==> src/rtl/gcd_pkg.sv <==
// Shared types and constants for the GCD engine: FSM state encoding and algorithm select.
package gcd_pkg;

   typedef enum logic [1:0] {
      ST_IDLE   = 2'd0,
      ST_REDUCE = 2'd1,
      ST_DONE   = 2'd2
   } state_t;

   localparam logic MODE_SUB = 1'b0;
   localparam logic MODE_BIN = 1'b1;

   // Width of the binary-mode common power-of-two exponent.
   function automatic int k_width(input int width);
      return $clog2(width + 1);
   endfunction

endpackage

==> src/rtl/gcd_engine_if.sv <==
// Request/acknowledge bundle between a GCD requester and the gcd_engine.
interface gcd_engine_if #(
   parameter int WIDTH = 8,
   parameter int CNT_W = 9
);
   logic             start;
   logic             mode;
   logic [WIDTH-1:0] a;
   logic [WIDTH-1:0] b;
   logic [WIDTH-1:0] y;
   logic             ack;
   logic             busy;
   logic [CNT_W-1:0] cycles;

   modport master (output start, mode, a, b, input y, ack, busy, cycles);
   modport slave  (input start, mode, a, b, output y, ack, busy, cycles);
endinterface

==> src/rtl/gcd_step.sv <==
// One combinational reduction step of either subtractive Euclid or binary (Stein) GCD.
module gcd_step
   import gcd_pkg::*;
#(
   parameter int WIDTH = 8
) (
   input  logic [WIDTH-1:0] x,
   input  logic [WIDTH-1:0] z,
   input  logic             mode,
   output logic [WIDTH-1:0] x_next,
   output logic [WIDTH-1:0] z_next,
   output logic             k_inc,
   output logic             eq
);

   always_comb begin
      x_next = x;
      z_next = z;
      k_inc  = 1'b0;
      eq     = (x == z);
      if (mode == MODE_SUB) begin
         if (x > z) x_next = x - z;
         else       z_next = z - x;
      end else begin
         // Stein priority: shared factor of two first, then lone even operand, then odd-odd difference.
         if (!x[0] && !z[0]) begin
            x_next = x >> 1;
            z_next = z >> 1;
            k_inc  = 1'b1;
         end else if (!x[0]) begin
            x_next = x >> 1;
         end else if (!z[0]) begin
            z_next = z >> 1;
         end else if (x > z) begin
            x_next = (x - z) >> 1;
         end else begin
            z_next = (z - x) >> 1;
         end
      end
   end

endmodule

==> src/rtl/gcd_engine.sv <==
// Iterative GCD engine with start/ack four-phase handshake, zero-operand bypass and a saturating step counter.
module gcd_engine
   import gcd_pkg::*;
#(
   parameter int WIDTH = 8,
   parameter int CNT_W = 9
) (
   input logic         Clk,
   input logic         Rst,
   gcd_engine_if.slave bus
);

   localparam int K_W = k_width(WIDTH);

   state_t           state_reg, state_next;
   logic [WIDTH-1:0] x_reg, z_reg, y_reg;
   logic [K_W-1:0]   k_reg;
   logic             mode_reg;
   logic [CNT_W-1:0] cycles_reg;

   logic [WIDTH-1:0] x_step, z_step;
   logic             k_inc, eq;
   logic             zero_op;

   assign zero_op = (bus.a == '0) || (bus.b == '0);

   gcd_step #(.WIDTH(WIDTH)) u_step (
      .x      (x_reg),
      .z      (z_reg),
      .mode   (mode_reg),
      .x_next (x_step),
      .z_next (z_step),
      .k_inc  (k_inc),
      .eq     (eq)
   );

   always_ff @(posedge Clk) begin
      if (Rst) state_reg <= ST_IDLE;
      else     state_reg <= state_next;
   end

   always_comb begin
      state_next = state_reg;
      case (state_reg)
         ST_IDLE:   if (bus.start) state_next = zero_op ? ST_DONE : ST_REDUCE;
         ST_REDUCE: if (eq)        state_next = ST_DONE;
         ST_DONE:   if (!bus.start) state_next = ST_IDLE;
         default:   state_next = ST_IDLE;
      endcase
   end

   always_comb begin
      bus.ack    = (state_reg == ST_DONE);
      bus.busy   = (state_reg == ST_REDUCE);
      bus.y      = y_reg;
      bus.cycles = cycles_reg;
   end

   always_ff @(posedge Clk) begin
      if (Rst) begin
         x_reg      <= '0;
         z_reg      <= '0;
         k_reg      <= '0;
         mode_reg   <= MODE_SUB;
         y_reg      <= '0;
         cycles_reg <= '0;
      end else begin
         case (state_reg)
            ST_IDLE: begin
               if (bus.start) begin
                  x_reg      <= bus.a;
                  z_reg      <= bus.b;
                  mode_reg   <= bus.mode;
                  k_reg      <= '0;
                  cycles_reg <= '0;
                  // Zero operand: the answer is the other operand, available at the capture edge.
                  if (zero_op) y_reg <= bus.a | bus.b;
               end
            end
            ST_REDUCE: begin
               if (cycles_reg != '1) cycles_reg <= cycles_reg + 1'b1;
               if (eq) begin
                  y_reg <= x_reg << k_reg;
               end else begin
                  x_reg <= x_step;
                  z_reg <= z_step;
                  k_reg <= k_reg + {{(K_W-1){1'b0}}, k_inc};
               end
            end
            default: ;
         endcase
      end
   end

endmodule

==> src/flat_wrapper.sv <==
// flat-port wrapper written by rule: the top's interface ports become plain ports
module gcd_engine_flat import gcd_pkg::*;
#(
   parameter int WIDTH = 8,
   parameter int CNT_W = 9
)
  (Clk, Rst, bus_start, bus_mode, bus_a, bus_b, bus_y, bus_ack, bus_busy, bus_cycles);
  gcd_engine_if #(.WIDTH(WIDTH), .CNT_W(CNT_W)) bus_i ();
  input logic Clk;
  input logic Rst;
  input wire logic [$bits(bus_i.start)-1:0] bus_start;
  input wire logic [$bits(bus_i.mode)-1:0] bus_mode;
  input wire logic [$bits(bus_i.a)-1:0] bus_a;
  input wire logic [$bits(bus_i.b)-1:0] bus_b;
  output wire logic [$bits(bus_i.y)-1:0] bus_y;
  output wire logic [$bits(bus_i.ack)-1:0] bus_ack;
  output wire logic [$bits(bus_i.busy)-1:0] bus_busy;
  output wire logic [$bits(bus_i.cycles)-1:0] bus_cycles;
  assign bus_i.start = bus_start;
  assign bus_i.mode = bus_mode;
  assign bus_i.a = bus_a;
  assign bus_i.b = bus_b;
  assign bus_y = bus_i.y;
  assign bus_ack = bus_i.ack;
  assign bus_busy = bus_i.busy;
  assign bus_cycles = bus_i.cycles;
  gcd_engine #(.WIDTH(WIDTH), .CNT_W(CNT_W)) u_core (.Clk(Clk), .Rst(Rst), .bus(bus_i));
endmodule
==> config.mk <==
export PLATFORM = sky130hd
export DESIGN_NAME = gcd_engine_flat
export DESIGN_NICKNAME = d
export VERILOG_FILES = /design/src/rtl/gcd_pkg.sv /design/src/rtl/gcd_engine_if.sv /design/src/rtl/gcd_step.sv /design/src/rtl/gcd_engine.sv /design/src/flat_wrapper.sv
export SDC_FILE = /design/constraint.sdc
export NUM_CORES = 1
export LEC_CHECK = 0
export BUFFER_PORTS_ARGS = -buffer_cell sky130_fd_sc_hd__buf_2
export CELL_PAD_IN_SITES_DETAIL_PLACEMENT = 1
export CELL_PAD_IN_SITES_GLOBAL_PLACEMENT = 1
export CORE_AREA = 2 2 90 92
export DETAILED_ROUTE_END_ITERATION = 16
export DIE_AREA = 0 0 92 94
export MAX_ROUTING_LAYER = met4
export PLACE_DENSITY = 0.8
export SYNTH_ARGS = -nofsm -noshare
export SYNTH_HDL_FRONTEND = slang
export SYNTH_SLANG_ARGS = --single-unit
==> constraint.sdc <==
create_clock -name Clk -period 3 [get_ports Clk]
set_input_delay 0.15 -clock Clk [delete_from_list [all_inputs] [get_ports Clk]]
set_output_delay 0.15 -clock Clk [all_outputs]
set_load 0.005 [all_outputs]
Word level (Yosys, flattened, before mapping)
Index checks and enable logic that the tools add are counted.
{ "totals": {"in_bits": 20, "mem_bits_rw": 0, "ff_bits": 40, "mem_count": 0, "out_inout_bits": 19, "romBits": 0, "latchBits": 0} }
{ "classes": {"order_cmp": 1, "eq_ne": 16, "reduce_logical": 17, "n_bitwise": 1, "mux": 35, "addsub": 4, "shifts": 1, "div_mod_pow": 0, "multipliers": 0} }
{ "ops": {"columns": ["op", "n"], "rows": [
  ["$mux 8", 19],
  ["$pmux 8 s2", 3],
  ["$mux 9", 2],
  ["$pmux 9 s2", 1],
  ["$logic_not 8->1", 2],
  ["$sub 8x8->8", 2],
  ["$reduce_and 6->1", 2],
  ["$add 9x1->9 const B", 1],
  ["$ne 9x9->1 const B", 1],
  ["$reduce_and 3->1", 3],
  ["$eq 8x8->1", 1],
  ["$gt 8x8->1", 1],
  ["$mux 2", 4],
  ["$mux 4", 2],
  ["$ne 4x4->1 const B", 2],
  ["$or 8x8->8", 1],
  ["$pmux 4 s2", 1],
  ["$reduce_and 4->1", 2],
  ["$shl 8x4->8", 1],
  ["$ne 2x1->1 const B", 3],
  ["$ne 2x2->1 const B", 3],
  ["$pmux 2 s3", 1],
  ["$ne 5x5->1 const B", 1],
  ["$reduce_and 5->1", 1],
  ["other kinds (13)", 15]
]} }

Depth between registers and ports, before layout
Gate-level depths: netlist of run 1.
{ "logic_depth": {"word_depth": 8, "ltp_mapped": 11, "mapped_depth_nobuf": 9} }

Modules after synthesis
A second synthesis of run 1 with hierarchy kept.
{ "hier_totals": {"hier_cells": 485, "hier_area_um2": 3756.1} }
{ "modules_own_cells": {"columns": ["module", "instances", "cells_per_inst", "seq_area_each_um2", "area_per_inst_um2"], "rows": [
  ["gcd_engine", 1, 260, 800.8, 2292.2],
  ["gcd_step", 1, 225, 0.0, 1463.9]
]} }

Worst setup path after synthesis of run 1
Ideal clock, no wire load.
{ "synth_path": {"kind": "register -> register", "from": "register u_core.x_reg[0]", "to": "register u_core.x_reg[3]", "stages_incl_launch_ff": 11, "setup_slack_ns": 0.242, "setup_ns": 0.073, "t_arrival_ns": 2.685, "path_buffers": 1, "cell_sequence": "dfxtp_1 -> clkbuf_1 -> inv_1 -> ha_1 -> fa_1 -> nand2b_1 -> a211o_1 -> a21o_4 -> o31a_1 -> o311a_1 -> nor3_2"} }
{ "synth_between": {"elab_chain_cells": 8} }
{ "synth_lines": {"columns": ["element", "line_no", "text"], "rows": [
  ["start, declared", "gcd_engine.sv:16", "logic [WIDTH-1:0] x_reg, z_reg, y_reg;"],
  ["start signal, assigned", "gcd_engine.sv:71", "x_reg <= bus.a;"],
  ["start signal, assigned", "gcd_engine.sv:85", "x_reg <= x_step;"],
  ["$sub 8x8->8", "gcd_step.sv:22, gcd_step.sv:35", null],
  ["$mux 8", "gcd_step.sv:34", "end else if (x > z) begin"],
  ["$mux 8", "gcd_step.sv:32", "end else if (!z[0]) begin"],
  ["$mux 8", "gcd_step.sv:30", "end else if (!x[0]) begin"],
  ["$mux 8", "gcd_step.sv:26", "if (!x[0] && !z[0]) begin"],
  ["$mux 8", "gcd_step.sv:21", "if (mode == MODE_SUB) begin"],
  ["$mux 8", "gcd_engine.sv:82", "if (eq) begin"],
  ["$pmux 8 s2", "gcd_engine.sv:68", "case (state_reg)"]
]} }
Parallel ways exist; a longest one is shown, timed or not. The select of a mux whose other input is x is not followed.
A chain may end at the register's enable or synchronous reset.

Worst setup path in the final report of run 1
{ "layout_path": {"from": "register u_core.x_reg[1]", "to": "register u_core.x_reg[3]"} }
Same word-level chain as after synthesis.

==> results.md, run 1 <==
Outcome:
- The run finished with clean final reports.

Route:
- The final wirelength is ~11000 µm.
- The met1 wire length is between 4000 and 5000 µm.
- The highest metal layer carrying signal wires in the routed design is met4.
- The detailed router finished its first iteration with about 180 violations.
- The remaining antenna violation count is 0.
- The routed length on met3 is slightly above 600 µm.
- The met2 wire length is 5190 µm.
- The via count of the routed design is 3349.
- The mean number of vias per cell is 6.05.
- The pre-antenna-repair detailed-routing pass consisted of 5 iterations.
- The total DRC errors in the routed layout is 0.
- Dividing the detail-routed wire length by the instance count gives 19.7 µm.

Final layout:
- The fraction of final layout cells sized beyond drive strength 1 is 16.2%.
- The final net count is just under 500.
- The area growth from synthesis to layout is 11.1%.
- The register with the most flip-flops in the layout has 9 of them.
- The library cells used most frequently in the layout, excluding fill and tap cells, are sky130_fd_sc_hd__nor2_1, sky130_fd_sc_hd__dfxtp_1, sky130_fd_sc_hd__nand2_1, sky130_fd_sc_hd__buf_2, sky130_fd_sc_hd__o21ai_0.
- The count of inserted antenna diode cells is 0.
- Counting the fill cells in the layout gives about 1000.
- The commonest non-fill, non-tap cell in the layout is sky130_fd_sc_hd__nor2_1.
- After routing the design area is 3580 µm².

Place:
- The HPWL after detailed placement is 8410 µm.
- The final estimated routing congestion in global placement is just over 0.9.
- Once placement finished, the instance area stood at 3490 µm².
- Input and output buffers added on the ports amount to 38.

Clock tree:
- CTS built an H-tree with a depth of 2.
- Counting every sink on the clock net gives 40.
- Buffers inserted during clock tree synthesis total 5.
- The maximum buffer depth of the clock tree is 2.
- The cell at the root of the clock tree is sky130_fd_sc_hd__clkbuf_8.
- Post-CTS repair changed the size of 0 cells.
- Clock-pin slew was measured on the worst setup and hold paths at 90 ps.
- TritonCTS built the clock tree.
- The buffers inserted during post-CTS setup optimization is 0.
- The clock insertion delay at the later pin of the skew report is around 300 ps.
- The number of buffers added to fix hold violations after cts is 0.

Min path:
- The startpoint identified for the worst hold timing path is bus_mode.
- Along the worst hold path, the cell count comes to 3.
- The destination of the worst hold path is u_core.mode_reg.
- The worst hold path class is input pin to flip-flop.

Logic synthesis:
- The share of synthesized area in the top cell type comes to between 20 and 25%.
- The post-synthesis instance area is 3220 µm².
- The number of different library cells used by synthesis comes to 63.
- After synthesis, the mean cell area works out to between 7 and 8 µm².
- The total nets after synthesis is 463.
- Sorting the synthesized cells by area gives the leading types as sky130_fd_sc_hd__dfxtp_1, sky130_fd_sc_hd__ha_1, sky130_fd_sc_hd__o21ai_0, sky130_fd_sc_hd__nor2_1, sky130_fd_sc_hd__nand2_1.
- The post-synthesis cell count is 421.
- Counting flops with an async set or reset pin after synthesis yields a share of 0%.
- Yosys mapped a number of flops with a built-in enable equal to 0.
- The cell accounting for the most synthesized area is sky130_fd_sc_hd__dfxtp_1.
- The number of synthesized register bits is 40.
- Sequential cells were found to cover 24.9% of the synthesized design area.
- The total of warnings raised by yosys is 0.
- The most used flip-flop cell after synthesis is sky130_fd_sc_hd__dfxtp_1.

GRT:
- The total global routing track utilization is between 20% and 30%.
- The leftover overflow at the end of global routing is 0.
- The largest net degree at the start of global routing is 38.
- The number of global-route vias before repair is 3410.
- The number of antenna violations at the first check in global routing was 0.
- The first global-routing pass estimated 18100 µm of wire.

Power and ir drop:
- The power per unit of standard cell area is 801 nW/µm².
- The clock network fraction of total power is 13.1%.
- The net load switching power is 1.40 mW.
- The standby leakage power is 1.51 nW.
- The share of total power dissipated in combinational logic is approximately 63%.
- The fraction of power spent switching nets is 49.0%.
- The total internal power is 1.46 mW.
- Of the total power, registers draw 23.8%.
- The worst-case IR drop observed on VDD is ~0.00037 V.

Setup path:
- The data arrival time of the worst path is 3050 ps.
- For the worst flop-to-flop path, the logic depth is 8.
- STA puts the critical path data required time at 3230 ps.
- STA classifies the critical path startpoint as a flip-flop.
- The worst flop-to-flop path endpoint is u_core.x_reg[3].
- The worst setup path is captured at a flip-flop.
- The highest fanout seen on the critical path is 8.
- The critical path in this run is classified as flip-flop to flip-flop.
- The register-to-register setup slack is 180 ps.
- The startpoint identified for the worst register-to-register timing path is u_core.x_reg[1].

Timing:
- At the pin with the least slew margin, the transition time is roughly 740 ps.
- After routing, the total negative slack on setup checks comes to 0 ps.
- The worst slew slack as a fraction of its limit is 50.8%.
- For the finished layout, the period the worst path requires is 2820 ps.
- The number of endpoints with negative hold slack in the final report is 0.
- Of the available clock period, the critical path in the final layout requires 94.0%.
- The maximum clock frequency is 0.355 GHz.
- The max-slew violation total from the final report is 0.
- Setup violations remaining at the end of the flow were counted as 0.
- Setup repair after global routing left no endpoint under its margin.
- The clock tree skew after final layout is 12.0 ps.

Die:
- The area of the die is 8650 µm².
- Once the floorplan was initialized, standard cells occupied 42.4% of the core.
- The vertical extent of the die is about 94 µm.
- The horizontal die dimension is 92 µm.
- The standard-cell row count is 32.
- The number of ports placed on the die boundary is 39.
- In this run the standard cell core region covers 7610 µm².

Flow run:
- The number of max-cap violations is 0.
-- cell families after synthesis --
family                     synth area share [%]
AOI/OAI and AO/OA                          29.4
muxes                                      4.39
xor gates and xnor gates                   3.81
DFF                                        24.9
adders and majority gates                  9.01
buffers and inverters                      6.99
and+or+nand+nor                            21.5
-- worst max-delay path, stage by stage (launching register included) --
cell and delay [ps]:
sky130_fd_sc_hd__dfxtp_1 470, sky130_fd_sc_hd__inv_1 160, sky130_fd_sc_hd__fa_1 480, sky130_fd_sc_hd__nand2b_1 190, sky130_fd_sc_hd__a211o_1 340, sky130_fd_sc_hd__a21o_4 280, sky130_fd_sc_hd__o31a_1 320, sky130_fd_sc_hd__o311a_1 350
sky130_fd_sc_hd__nor3_2 150
-- layout make-up --
type | instances | area (µm²) | area share (%)
clock buffers | 5 | 68.8 | 1.92
clock inverters | 3 | 18.8 | 0.524
inverters | 22 | 82.6 | 2.31
multi-input cells | 332 | 2200 | 61.5
flip-flops and latches | 40 | 801 | 22.4
well taps | 102 | 128 | 3.57
repair buffers | 50 | 280 | 7.83
-- Yosys cell counts (5+ instances only) --
library cell               instances
sky130_fd_sc_hd__o221ai_1          5
sky130_fd_sc_hd__nand3_1           7
sky130_fd_sc_hd__a31oi_1           7
sky130_fd_sc_hd__o211ai_1          5
sky130_fd_sc_hd__ha_1             20
sky130_fd_sc_hd__nor3_1            8
sky130_fd_sc_hd__nand2_1          38
sky130_fd_sc_hd__o21ai_0          37
sky130_fd_sc_hd__a311oi_1          8
sky130_fd_sc_hd__xor2_1            9
sky130_fd_sc_hd__inv_1            22
sky130_fd_sc_hd__mux2i_1          13
sky130_fd_sc_hd__and2_1            5
sky130_fd_sc_hd__a211oi_1          7
sky130_fd_sc_hd__nor4_1            6
sky130_fd_sc_hd__xnor2_1           5
sky130_fd_sc_hd__nand2b_1          5
sky130_fd_sc_hd__nor2b_1           6
sky130_fd_sc_hd__a21oi_1          24
sky130_fd_sc_hd__clkbuf_1         15
sky130_fd_sc_hd__or3_1             5
sky130_fd_sc_hd__dfxtp_1          40
sky130_fd_sc_hd__nand4_1           5
sky130_fd_sc_hd__nor2_1           49
-- per-layer routing --
metal / track usage [%] / up-vias
met5: - / -
li1: - / 1593
met1: 35.9 / 1622
met3: 3.69 / 17
met2: 43.9 / 117
met4: 6.97 / 0
-- worst max-delay path by stage --
stage,startpoint,to,slack (ps),depth (start not counted)
3_3_place_gp,u_core.x_reg[1],u_core.x_reg[3],320,8
5_1_grt,u_core.x_reg[1],u_core.x_reg[6],20,8
6_report,u_core.x_reg[1],u_core.x_reg[3],180,8
2_1_floorplan,u_core.x_reg[0],u_core.x_reg[3],240,10
3_5_place_dp,u_core.x_reg[1],u_core.x_reg[3],160,8
4_1_cts,u_core.x_reg[1],u_core.x_reg[3],120,8
-- power by group through the flow --
stage          logic [mW]  registers, mW  clock network [mW]
3_5_place_dp         1.75          0.692                   0
4_1_cts              1.77          0.680               0.375
2_1_floorplan        1.31          0.671                   0
6_report             1.81          0.682               0.375
3_3_place_gp         1.69          0.686                   0
5_1_grt              2.00          0.692               0.395
-- through the flow --
step | power, mW | setup slack (ps) | std cells | hold slack [ps] | util [%]
after floorplan | 1.98 | 242 | 421 | 286 | -
after global placement | 2.38 | 322 | 546 | 401 | 45.8
after detailed placement | 2.44 | 159 | 546 | 412 | 45.8
after CTS | 2.82 | 120 | 554 | 88.9 | 47.0
after global routing | 3.08 | 15.4 | 554 | 104 | 47.0
final | 2.87 | 179 | 554 | 85.4 | 47.0
Power figures use the tool's default switching activity.
==> inputs of run 2 (changes only) <==
- ABC_CLOCK_PERIOD_IN_PS: default -> 3000
- CORE_AREA: 2 2 90 92 -> 2 2 88 90
- CTS_BUF_LIST: default -> sky130_fd_sc_hd__clkbuf_4
- DIE_AREA: 0 0 92 94 -> 0 0 90 92
- PLACE_DENSITY: 0.8 -> 0.83
==> run 2 against run 1 <==
Against the previous run: register-to-register slack got worse by 20 ps; sequential share of layout area barely moved; clock power rose by 6.9%; setup slack got worse by 19 ps; fmax fell by 0.66%; clock skew barely moved; hold slack got worse by 43 ps; total power fell by 0.28%; die area fell by 4.3%; utilization rose by 1.0 points; final cell count did not move; critical endpoint is now u_core.x_reg[6]; largest cell class unchanged; highest routed layer unchanged.
==> results.md, run 2 (synthesis gave the netlist of run 1 again) <==
Setup path:
- The data arrival time of the worst path is 3150 ps (+100 ps).
- The worst setup path is captured at a flip-flop.
- The timing startpoint of the critical path is u_core.x_reg[1].
- The type of the worst setup path is flip-flop to flip-flop.
- The source of the worst register-to-register timing path is u_core.x_reg[1].
- The highest fanout seen on the critical path is 8 (unchanged).
- The critical path required time was 3310 ps (+80 ps).
- The worst setup path is launched from a flip-flop.

GRT:
- The leftover overflow at the end of global routing came to 0 (unchanged).
- The number of global-route vias before repair is 3444 (+1.0%).
- The largest net degree at the start of global routing was 38 (unchanged).
- The global-route wire length before repair was 17700 µm (-1.7%).
- The number of antenna violations at the first check in global routing is 0 (unchanged).
- The total global routing track utilization is 27.3% (+0.24 points).

Timing:
- Setup repair after global routing left no endpoint under its margin.
- The final worst slack is 161 ps (-18.7 ps).
- The max-slew violation total from the final report is 0 (unchanged).
- The final critical-path share of the clock period came to 94.6% (+0.62 points).
- The number of endpoints with negative hold slack in the final report came to 0 (unchanged).
- The maximum clock frequency is 0.352 GHz (-0.66%).
- The final-layout setup total negative slack is 0 ps (unchanged).
- The worst slew slack as a fraction of its limit is 37.3% (-13 points).
- The worst hold slack is 42.1 ps (-43.3 ps).
- The final setup violation count is 0 (unchanged).
- The final critical-path required period was 2840 ps (+18.7 ps).
- The slew at the pin closest to its max-slew limit came to 938 ps (+199 ps).
- The clock tree skew after final layout is 11.9 ps (-0.0873 ps).

Power and ir drop:
- The power per unit of standard cell area came to 799 nW/µm² (-0.32%).
- The standby leakage power is 1.50 nW (-0.37%).
- The worst voltage drop across the vdd grid is 0.000348 V (-5.1%).
- The combinational fraction of design power is 61.9% (-1.2 points).
- The net load switching power was 1.38 mW (-1.8%).
- The fraction of power spent switching nets is 48.3% (-0.73 points).
- The power share of the sequential group came to 24.1% (+0.3 points).
- The total internal power was 1.48 mW (+1.2%).
- The clock network fraction of total power is 14.0% (+0.9 points).

Die:
- The number of ports placed on the die boundary was 39 (unchanged).
- The horizontal die dimension is 90 µm (-2.2%).
- The core box area came to 7450 µm² (-2.1%).
- The area of the die is 8280 µm² (-4.3%).
- The vertical extent of the die is 92 µm (-2.1%).
- The standard-cell row count is 32 (unchanged).
- The starting density of the core was 43.3% (+0.91 points).

Clock tree:
- The clock sink count is 40 (unchanged).
- The clock insertion delay at the later pin of the skew report came to 390 ps (+90 ps).
- The CTS buffer count was 5 (unchanged).
- The CTS H-tree depth came to 2 (unchanged).
- The clock-pin transition on the worst setup and hold timing paths is 150 ps (+60 ps).
- The buffers inserted during post-CTS setup optimization is 0 (unchanged).
- The cell at the root of the clock tree is sky130_fd_sc_hd__clkbuf_4.
- The clock tree from TritonCTS is done.
- The maximum buffer depth of the clock tree is 2 (unchanged).

Place:
- The count of buffers inserted at the top-level ports is 38 (unchanged).
- The detailed placer's ending HPWL was 8160 µm (-3.0%).
- The placement-stage worst setup slack is 200 ps (+41.4 ps).
- The post-placement cell area is 3480 µm² (-0.22%).
- The final estimated routing congestion in global placement is 0.988 (+7.0%).

Route:
- The number of optimization iterations in the first detailed-route pass is 5 (unchanged).
- The final wirelength is 10600 µm (-2.8%).
- The total DRC errors in the routed layout was 0 (unchanged).
- The initial DRC count is 216 (+18%).
- The via count of the routed design is 3356 (+0.21%).
- The mean number of vias per cell is 6.06 (+0.21%).
- The detailed-route wire length per cell was 19.2 µm (-2.8%).
- The remaining antenna violation count is 0 (unchanged).

Final layout:
- The count of inserted antenna diode cells is 0 (unchanged).
- The fraction of final layout cells sized beyond drive strength 1 is 15.9% (-0.22 points).
- The relative area change from synthesis to final layout came to 11.1% (about the same).
- The flip-flop count of the largest register, all copies and words added is 9 (unchanged).
- The commonest non-fill, non-tap cell in the layout is sky130_fd_sc_hd__nor2_1.
- The final net count is 493 (unchanged).
- The library cells used most frequently in the layout, excluding fill and tap cells, are sky130_fd_sc_hd__nor2_1, sky130_fd_sc_hd__dfxtp_1, sky130_fd_sc_hd__nand2_1, sky130_fd_sc_hd__buf_2, sky130_fd_sc_hd__o21ai_0.
- The final design area excluding fillers is 3580 µm² (about the same).

Min path:
- The worst hold path class is input pin to flip-flop.
- The worst hold path begins at bus_a[6].

Outcome:
- The run finished with clean final reports.

Flow run:
- The number of max-cap violations came to 0 (unchanged).
-- run 2: cell count changes in the layout (fill, tap and decap cells not counted), sizes merged --
cell | previous run | this run
buf | 50 | 49
dlygate4sd3 | 0 | 1
clkinv | 3 | 0
inv | 22 | 23
bufinv | 0 | 1
clkinvlp | 0 | 1
-- run 2: worst paths after layout --
kind              depth (start not counted)  slack [ps]              endpoint
setup reg to reg                          8         160       u_core.x_reg[6]
hold / removal                            3          40       u_core.x_reg[6]
setup / recovery                          8         160       u_core.x_reg[6]
hold reg to reg                           2         500  u_core.bus.cycles[8]
-- run 2: metal layers --
metal	GRT usage, %	vias up	part of all wire, %
met1	34.9	1643	44
met5	-	-	0
met2	45.9	93	49
met3	3.37	21	4.2
met4	7.56	0	2.0
li1	-	1599	-
-- run 2: layout make-up --
type / instances / area (µm²)
Multi-Input combinational cell: 332 / 2200
Clock buffer: 5 / 37.5
Tap cell: 102 / 128
Fill cell: 976 / 3870
Clock inverter: 3 / 46.3
Timing Repair Buffer: 50 / 283
Sequential cell: 40 / 801
Inverter: 22 / 82.6
-- run 2: power by group through the flow --
stage	registers [mW]	logic (mW)	clock network, mW
finish	0.689	1.77	0.401
detailed placement	0.697	1.73	0
CTS	0.686	1.74	0.405
global placement	0.694	1.67	0
global route	0.698	1.94	0.426
floorplan	0.671	1.31	0
-- run 2: worst max-delay path, stage by stage (launching register included) --
cell                       delay (ps)
sky130_fd_sc_hd__dfxtp_1          510
sky130_fd_sc_hd__inv_1            170
sky130_fd_sc_hd__fa_1             470
sky130_fd_sc_hd__nand2b_1         200
sky130_fd_sc_hd__a211o_1          350
sky130_fd_sc_hd__a21o_4           280
sky130_fd_sc_hd__nor4_2           360
sky130_fd_sc_hd__o221ai_1         170
sky130_fd_sc_hd__a311oi_1         250
-- run 2: repair_timing --
| item | 4_1_cts | 5_1_grt |
|---|---|---|
| endpoints found under the hold margin | 1 | 0 |
| endpoints found under the setup margin | 0 | 1 |
| hold buffers | 1 | 0 |
| resized for setup | 0 | 1 |
-- run 2: per-stage QoR --
stage               power (mW)  instances  util [%]
floorplan                 1.98        421         -
global placement          2.36        545      46.7
detailed placement        2.42        545      46.7
CTS                       2.83        554      48.0
global route              3.06        554      48.1
finish                    2.86        554      48.1
==> inputs of run 3 (changes only) <==
- MAX_ROUTING_LAYER: met4 -> default
==> run 3 against run 2 <==
Against the previous run: utilization up 0.27 points; critical path type unchanged; largest cell class unchanged; via count fell by 0.36%; sequential share of layout area is 0.090 points lower; non-clock buffer count rose by 2; register-to-register slack better by 70 ps; hold slack worse by 17 ps; die area did not move; combinational power increased by 3%; clock skew up 7.1 ps.
==> results.md, run 3 (synthesis gave the netlist of run 1 again) <==
Die:
- The number of ports placed on the die boundary is 39 (unchanged).
- The core box area is 7450 µm² (unchanged).
- The horizontal die dimension is 90 µm (unchanged).
- The standard-cell row count is 32 (unchanged).
- The vertical extent of the die was 92 µm (unchanged).
- The area of the die was 8280 µm² (unchanged).
- The starting density of the core is 43.3% (unchanged).

Route:
- The initial DRC count is 196 (-9.3%).
- The detailed-route wire length per cell came to 19.3 µm (+0.65%).
- The final wirelength came to 10700 µm (+1.0%).
- The via count of the routed design is 3344 (-0.36%).
- The number of optimization iterations in the first detailed-route pass is 5 (unchanged).
- The mean number of vias per cell is 6.01 (-0.72%).
- The remaining antenna violation count was 0 (unchanged).
- The total DRC errors in the routed layout was 0 (unchanged).

Timing:
- The final critical-path required period was 2770 ps (-65.4 ps).
- The maximum clock frequency is 0.360 GHz (+2.4%).
- The slew at the pin closest to its max-slew limit came to 1020 ps (+80.2 ps).
- The worst slew slack as a fraction of its limit is 32.0% (-5.4 points).
- The final setup violation count is 0 (unchanged).
- The number of endpoints with negative hold slack in the final report came to 0 (unchanged).
- Setup repair after global routing left no endpoint under its margin.
- The final critical-path share of the clock period was 92.5% (-2.2 points).
- The clock tree skew after final layout is 19.0 ps (+7.10 ps).
- The final-layout setup total negative slack is 0 ps (unchanged).
- The max-slew violation total from the final report is 0 (unchanged).

Power and ir drop:
- The clock network fraction of total power came to 13.7% (-0.3 points).
- The worst voltage drop across the vdd grid is 0.000408 V (+17%).
- The power share of the sequential group came to 23.8% (-0.3 points).
- The net load switching power is 1.39 mW (+0.57%).
- The power per unit of standard cell area was 807 nW/µm² (+1.0%).
- The total internal power is 1.52 mW (+2.5%).
- The fraction of power spent switching nets was 47.8% (-0.48 points).
- The combinational fraction of design power is 62.5% (+0.6 points).
- The standby leakage power was 1.52 nW (+0.87%).

Setup path:
- The critical path required time is 3310 ps (about the same).
- The data arrival time of the worst path is 3080 ps (-70 ps).
- The worst flop-to-flop path endpoint is u_core.x_reg[6].
- STA classifies the critical path endpoint as a flip-flop.
- In this run the worst setup path begins at u_core.x_reg[0].
- The highest fanout seen on the critical path came to 8 (unchanged).
- The depth of the worst register-to-register path came to 9 (+1).
- By startpoint and endpoint, the worst setup path is classified as flip-flop to flip-flop.
- The worst setup path is launched from a flip-flop.
- The source of the worst register-to-register timing path is u_core.x_reg[0].
- The register-to-register setup slack is 230 ps (+70 ps).

Place:
- The detailed placer's ending HPWL is 8360 µm (+2.5%).
- The total instance count after detailed placement is 547 (+0.37%).
- The final estimated routing congestion in global placement is 0.923 (-6.6%).
- The count of buffers inserted at the top-level ports was 38 (unchanged).

Flow run:
- The number of max-cap violations came to 0 (unchanged).

Final layout:
- The fraction of final layout cells sized beyond drive strength 1 is 16.5% (+0.59 points).
- The post-layout instance count excluding filler cells is 556 (+0.36%).
- The count of inserted antenna diode cells was 0 (unchanged).
- Leaving out fill and tap cells, the most frequent cell in the layout is sky130_fd_sc_hd__nor2_1.
- The final net count is 495 (+0.41%).
- The library cells used most frequently in the layout, excluding fill and tap cells, are sky130_fd_sc_hd__nor2_1, sky130_fd_sc_hd__dfxtp_1, sky130_fd_sc_hd__nand2_1, sky130_fd_sc_hd__buf_2, sky130_fd_sc_hd__o21ai_0.
- The flip-flop count of the largest register, all copies and words added came to 9 (unchanged).
- The relative area change from synthesis to final layout is 11.7%.
- The utilization of the core after routing is 48.3% (+0.27 points).

Clock tree:
- The maximum buffer depth of the clock tree was 2 (unchanged).
- TritonCTS built the clock tree.
- The clock sink count is 40 (unchanged).
- The cell at the root of the clock tree is sky130_fd_sc_hd__clkbuf_4.
- The CTS buffer count is 5 (unchanged).
- The CTS H-tree depth is 2 (unchanged).
- The clock insertion delay at the later pin of the skew report is 390 ps (about the same).
- The clock-pin transition on the worst setup and hold timing paths came to 150 ps (about the same).
- The number of buffers added to fix hold violations after cts came to 0 (-1).

GRT:
- The largest net degree at the start of global routing was 38 (unchanged).
- The global-route wire length before repair came to 17400 µm (-1.7%).
- The number of antenna violations at the first check in global routing is 0 (unchanged).
- The number of global-route vias before repair is 3466 (+0.64%).
- The total global routing track utilization was 26.3% (-1.0 points).
- The met1 routing resource usage after global routing is 33.2% (-1.7 points).
- The met3 layer usage reported by global route came to 3.37% (unchanged).
- The met2 usage is 45.3% (-0.56 points).
- The leftover overflow at the end of global routing is 0 (unchanged).
- The layer flagged by global routing as most heavily used is met2.

Min path:
- The startpoint identified for the worst hold timing path is bus_mode.
- The number of stages on the worst hold path is 3 (unchanged).
- The worst hold path class is input pin to flip-flop.
- The worst hold path terminates at u_core.mode_reg.

Outcome:
- The flow ran to the end, and the final reports show no timing, DRC or antenna violations.
run 3: what timing repair did:
item	in CTS	in global routing
setup buffers	0	1
setup endpoints to repair	0	6
resized for setup	0	1
run 3: layer usage:
metal  routed length, µm  up-vias  share of wire (%)
met3                 531       25                4.9
met2                5140      100                 48
met5                   0        -                  0
li1                    -     1598                  -
met1                4730     1621                 44
met4                 321        0                3.0
run 3: power by group through the flow:
stage                     Clock (mW)  Sequential [mW]  Combinational (mW)
final                          0.397            0.691                1.82
after global routing           0.422            0.698                1.99
after CTS                      0.395            0.686                1.78
after detailed placement           0            0.697                1.76
after global placement             0            0.692                1.71
after floorplan                    0            0.671                1.31
run 3: worst max-delay path, stage by stage, from the launching register on:
cell	delay (ps)
sky130_fd_sc_hd__dfxtp_1	360
sky130_fd_sc_hd__inv_1	70
sky130_fd_sc_hd__ha_1	230
sky130_fd_sc_hd__fa_1	410
sky130_fd_sc_hd__nand2b_1	190
sky130_fd_sc_hd__a211o_1	350
sky130_fd_sc_hd__a21o_4	280
sky130_fd_sc_hd__nor4_1	340
sky130_fd_sc_hd__o221ai_1	180
sky130_fd_sc_hd__a311oi_1	310
run 3: worst max-delay path by stage:
stage	end	slack [ps]	depth (start not counted)
3_5_place_dp	u_core.x_reg[1]	200	8
3_3_place_gp	u_core.x_reg[3]	340	8
2_1_floorplan	u_core.x_reg[3]	240	10
4_1_cts	u_core.x_reg[1]	150	8
5_1_grt	u_core.x_reg[6]	50	9
6_report	u_core.x_reg[6]	230	9
run 3: layout make-up:
cell class,count,area (µm²)
flip-flops and latches,40,802
clock buffers,5,37.5
multi-input cells,332,2200
clock inverters,3,46.3
inverters,22,82.6
well taps,102,128
repair buffers,52,308
fillers,965,3850
run 3: metrics by stage:
stage                     hold slack (ps)  power, mW  cell area, µm²  setup slack (ps)
after global routing                 34.5       3.11            3600              45.9
after floorplan                       286       1.98            3220               242
after detailed placement              439       2.46            3490               203
after global placement                408       2.40            3490               336
final                                25.2       2.90            3600               226
after CTS                            35.7       2.86            3580               146
